$ cat src/rtl/flappy_pkg.sv
`default_nettype none
// +----------------------------------------------------------------------+
// | flappy_pkg : shared types and constants for the Flappy Bird LED game |
// | Rev 1.0                                                              |
// +----------------------------------------------------------------------+
package flappy_pkg;

  typedef enum logic [1:0] {
    IDLE = 2'd0,
    RUN  = 2'd1,
    LOST = 2'd2
  } state_t;

  localparam int ROWS = 8;
  localparam int COLS = 8;

  localparam logic [7:0] LFSR_SEED = 8'hA5;
  // x^8+x^6+x^5+x^4+1: stages 8,6,5,4 sit in bits 7,5,4,3
  localparam logic [7:0] LFSR_TAPS = 8'b1011_1000;

  function automatic logic [7:0] lfsr_next(input logic [7:0] s);
    return {s[6:0], ^(s & LFSR_TAPS)};
  endfunction

endpackage
`default_nettype wire

$ cat src/rtl/pipe_gen.sv
`default_nettype none
// +----------------------------------------------------------------------+
// | pipe_gen : LFSR-driven pipe column generator (gap decode)            |
// | Rev 1.0                                                              |
// +----------------------------------------------------------------------+
module pipe_gen
  import flappy_pkg::*;
#(
  parameter int GAP_H = 3
) (
  input  logic       clock,
  input  logic       reset,
  input  logic       advance,
  output logic [7:0] column
);

  logic [7:0] lfsr_q;
  logic [7:0] lfsr_d;
  int         gap_top;

  always_comb begin
    lfsr_d = advance ? lfsr_next(lfsr_q) : lfsr_q;
  end

  always_ff @(posedge clock) begin
    if (reset) begin
      lfsr_q <= LFSR_SEED;
    end else begin
      lfsr_q <= lfsr_d;
    end
  end

  // Gap is clamped so it always fits fully inside the column.
  always_comb begin
    gap_top = (int'(lfsr_q[2:0]) > ROWS - GAP_H) ? ROWS - GAP_H : int'(lfsr_q[2:0]);
    column  = '1;
    for (int r = 0; r < ROWS; r++) begin
      if ((r >= gap_top) && (r < gap_top + GAP_H)) begin
        column[r] = 1'b0;
      end
    end
  end

endmodule
`default_nettype wire

$ cat src/rtl/pipe_scroller.sv
`default_nettype none
// +----------------------------------------------------------------------+
// | pipe_scroller : scrolling pipe field, collision and score            |
// | Option macro PIPE_SCORE_EN enables the saturating score counter.     |
// | Rev 1.0                                                              |
// +----------------------------------------------------------------------+
module pipe_scroller
  import flappy_pkg::*;
#(
  parameter logic [10:0] TICK_MAX     = 11'd1791,
  parameter int          PIPE_SPACING = 4,
  parameter int          GAP_H        = 3,
  parameter int          BIRD_COL     = 1
) (
  input  logic        clock,
  input  logic        reset,
  input  logic        start,
  input  logic [7:0]  birdRows,
  output logic [63:0] pipeCols,
  output logic        lossDetect,
  output logic [7:0]  score
);

  localparam int SW = $clog2(PIPE_SPACING);

  state_t           state_q, state_d;
  logic [10:0]      tick_q, tick_d;
  logic [SW-1:0]    space_q, space_d;
  logic [63:0]      grid_q, grid_d;
  logic             loss_q, loss_d;

  logic             w_run;
  logic             w_tick;
  logic             w_collide;
  logic             w_step;
  logic             w_clear;
  logic             w_insert;
  logic [7:0]       w_pipe;
  logic [7:0]       w_bird_col;

  assign w_run      = (state_q == RUN);
  assign w_bird_col = grid_q[8*BIRD_COL +: 8];
  assign w_tick     = w_run && (tick_q == TICK_MAX);
  assign w_collide  = w_run && ((|(w_bird_col & birdRows)) || (birdRows == 8'h00));
  assign w_step     = w_tick && !w_collide;
  assign w_insert   = w_step && (space_q == '0);

  pipe_gen #(
    .GAP_H (GAP_H)
  ) u_pipe_gen (
    .clock   (clock),
    .reset   (reset),
    .advance (w_insert),
    .column  (w_pipe)
  );

  always_comb begin
    state_d = state_q;
    tick_d  = tick_q;
    space_d = space_q;
    grid_d  = grid_q;
    w_clear = 1'b0;
    case (state_q)
      IDLE: begin
        if (start) begin
          state_d = RUN;
          w_clear = 1'b1;
        end
      end
      RUN: begin
        if (w_collide) begin
          state_d = LOST;
        end else begin
          tick_d = w_tick ? 11'd0 : tick_q + 11'd1;
          if (w_tick) begin
            // Column 0 is the low byte, so a right shift moves pipes left.
            grid_d  = {(w_insert ? w_pipe : 8'h00), grid_q[63:8]};
            space_d = (space_q == SW'(PIPE_SPACING - 1)) ? '0 : space_q + SW'(1);
          end
        end
      end
      LOST: begin
        if (start) begin
          state_d = RUN;
          w_clear = 1'b1;
        end
      end
      default: state_d = IDLE;
    endcase
    if (w_clear) begin
      tick_d  = '0;
      space_d = '0;
      grid_d  = '0;
    end
    loss_d = (state_d == LOST);
  end

  always_ff @(posedge clock) begin
    if (reset) begin
      state_q <= IDLE;
      tick_q  <= '0;
      space_q <= '0;
      grid_q  <= '0;
      loss_q  <= 1'b0;
    end else begin
      state_q <= state_d;
      tick_q  <= tick_d;
      space_q <= space_d;
      grid_q  <= grid_d;
      loss_q  <= loss_d;
    end
  end

  assign pipeCols   = grid_q;
  assign lossDetect = loss_q;

`ifdef PIPE_SCORE_EN
  logic [7:0] score_q, score_d;

  // A pipe in the bird column on a clean tick is about to be passed.
  always_comb begin
    score_d = score_q;
    if (w_clear) begin
      score_d = 8'h00;
    end else if (w_step && (|w_bird_col) && (score_q != 8'hFF)) begin
      score_d = score_q + 8'd1;
    end
  end

  always_ff @(posedge clock) begin
    if (reset) begin
      score_q <= 8'h00;
    end else begin
      score_q <= score_d;
    end
  end

  assign score = score_q;
`else
  assign score = 8'h00;
`endif

endmodule
`default_nettype wire

$ cat config.mk
export PLATFORM = sky130hd
export DESIGN_NAME = pipe_scroller
export DESIGN_NICKNAME = d
export VERILOG_FILES = /design/src/rtl/flappy_pkg.sv /design/src/rtl/pipe_gen.sv /design/src/rtl/pipe_scroller.sv
export SDC_FILE = /design/constraint.sdc
export NUM_CORES = 1
export LEC_CHECK = 0
export ABC_AREA = 1
export BUFFER_PORTS_ARGS = -buffer_cell sky130_fd_sc_hd__clkbuf_2
export CAP_MARGIN = 10
export CORE_MARGIN = 2
export CORE_UTILIZATION = 58
export CTS_CLUSTER_DIAMETER = 50
export DETAILED_ROUTE_END_ITERATION = 8
export PLACE_DENSITY = 0.89
export SLEW_MARGIN = 40
export SYNTH_ARGS = -nofsm -noshare
export SYNTH_HDL_FRONTEND = slang
export SYNTH_SLANG_ARGS = --single-unit
$ cat constraint.sdc
create_clock -name clock -period 3.11 [get_ports clock]
set_clock_uncertainty 0.1 [all_clocks]
set_input_delay 0.1555 -clock clock [delete_from_list [all_inputs] [get_ports clock]]
set_output_delay 0.1555 -clock clock [all_outputs]
set_load 0.03 [all_outputs]
==> results.cfg <==
[cells_and_area]
nets = 614
fin_cells = 679
antennaDiodeCount = 0
drive_above_1_share_pct = 17.3
post-route-util_pct = 68.4
final_common_cell = nand2_1
final_cell_mix = nand2_1, dfxtp_1, nand3_1, clkbuf_2, nor2_1
syn_to_final_growth_pct = 14.5
design_area_um2 = 4320

[global_routing]
antenna_found_initial = 0
grt_pass1_wl_um = 14200
grt.total_usage_pct = 24.5
grt_max_degree = 68
overflow = 0
grt_pass1_vias = 3188

[route]
wire_per_inst_um = 12.8
ant_nets = 0
drt_iter0_drc = 314
viasPerCell = 5.31
dr.pass1.iters = 5
num_vias = 3603
wirelength_um = 8680
drc_errors = 0

[placement]
place_area_um2 = 4120
post-place-cells = 662
place.gp.congestion = 0.846
io_buffers = 75
hpwl_um = 5890

[sta]
final_hold_viol_count = 0
rsz0062_at_grt = no
setup_violations = 0
setup_tns_ps = 0
fin_crit_ps = 2320
holdWs_ps = 23.1
fin_crit_sh_pct = 74.7
max_slew_margin_pct = 54.5
slew_viol_final = 0
tightest_slew_ps = 680
fmax_ghz = 0.430

[worst_setup_path]
slowest_stage = nand4_1
critPathKind = flop to flop
slowest_delay_ps = 620
end_kind = flop
required_ps = 3310
cp_max_fo = 15
worstSetupStartpointType = flop
worst-path-buf-inv = 2
crit_arrival_ps = 2530
critPathTopFamily = simple AND/OR/NAND/NOR gates
crit_chain = inv_2 -> nor2_2 -> nand4_1 -> a21oi_1 -> dlygate4sd3_1

[die]
die-height_um = 84.6
die_w_um = 84.6
io-pin-count = 84
dieArea_um2 = 7160
placementRows = 29
core-area_um2 = 6310
initial_core_util_pct = 59.7

[power_and_ir_drop]
clkPwrFrac_pct = 37.5
switchingPower_uw = 489
p_int_uw = 1440
leakage_uw = 0.00220
pwr-share-seq_pct = 58.5
irDropWorstVdd_mv = 0.329
power_density_nw_per_um2 = 447
p_sw_share_pct = 25.3
p_comb_share_pct = 4.0

[job]
drv_cap = 0

[clocking]
cts_buffer_depth = 2
cts_sinks = 88
cts_root_buffer = clkbuf_8
cts_tree = done
ctsHoldBuffers = 2
clk_latency_ps = 360
path_clk_slew_ps = 90
htreeDepth = 3
cts_buffers = 9
cts_setup_buffers = 0
post_cts_resized = 0

[logic_synthesis]
yosysWarnings = 0
yosysSeqAreaShare_pct = 46.8
synth-seq-cells = 88
syn_area_um2 = 3770
synthDistinctLibCells = 26
syn_inst = 531
synth_area_per_cell_um2 = 7.09

[min_path]
hold_class = input port to flop

[status]
status = finished, final reports clean
## power groups by stage
stage | clock network, uW | registers [uW] | logic (uW)
finish | 724 | 1130 | 77.6
global route | 794 | 1130 | 85.4
CTS | 738 | 1130 | 76.5
detailed placement | 0 | 1160 | 73.6
global placement | 0 | 1160 | 72.5
floorplan | 0 | 1160 | 61.4
## worst reg2reg max path, cell delays in order, from the launching register on
cell           delay (ps)
dfxtp_1               330
inv_2                  50
nor2_2                310
nand4_1               620
a21oi_1               310
dlygate4sd3_1         560
## path summary, 6_finish.rpt
path / slack (ps) / from / endpoint / cells after the start
worst max-delay path: 790 / state_q[0] / state_q[0] / 5
worst min-delay path: 20 / start / state_q[1] / 3
worst max register to register: 790 / state_q[0] / state_q[0] / 5
worst min register to register: 360 / pipeCols[52] / pipeCols[44] / 2
## sequential cells by signal (all words and copies together), names as in the netlist
register,flops
space_q,2
u_pipe_gen.lfsr_q,8
state_q,2
tick_q,11
lossDetect,1
pipeCols,64
## cell usage after synthesis (all sizes together)
library cell,instances,area [um^2]
nand2,196,741
dfxtp,88,1760
nand3,88,445
nor2,39,164
inv,34,128
buf,25,150
a21oi,18,90.1
o21ai,11,55.1
nand4,8,50.1
clkbuf,7,26.3
ha,5,62.6
xnor2,4,35.0
nand3b,3,22.5
clkinv,2,7.51
conb,1,3.75
nor3,1,16.3
xor2,1,8.76
## per-layer routing
layer | GRT usage (%) | up-vias | share of wire (%)
li1 | - | 1817 | -
met1 | 31.1 | 1639 | 44
met2 | 40.0 | 126 | 47
met3 | 5.60 | 21 | 6.4
met4 | 10.5 | 0 | 2.7
met5 | 0 | - | 0
## cells by family after synthesis
kind of cell / after synthesis / synth area share [%]
DFF: 88 / 46.8
AOI/OAI and AO/OA: 29 / 3.85
xor gates and xnor gates: 5 / 1.16
adders and majority gates: 5 / 1.66
and+or+nand+nor: 335 / 38.2
buffers and inverters: 68 / 8.27
other: 1 / 0.0995
## stage by stage
stage          power, uW  worst slack, ps
2_1_floorplan       1220             1300
3_3_place_gp        1230             1020
3_5_place_dp        1230              948
4_1_cts             1940              859
5_1_grt             2010              622
6_report            1930              785
## final cells by class
type	instances	area [um^2]
Multi-Input combinational cell	382	1720
Tap cell	77	96.3
Timing Repair Buffer	81	425
Fill cell	543	2000
Clock buffer	9	124
Clock inverter	6	52.6
Inverter	36	135
Sequential cell	88	1760
No activity file was read; power rests on OpenSTA's default activity.
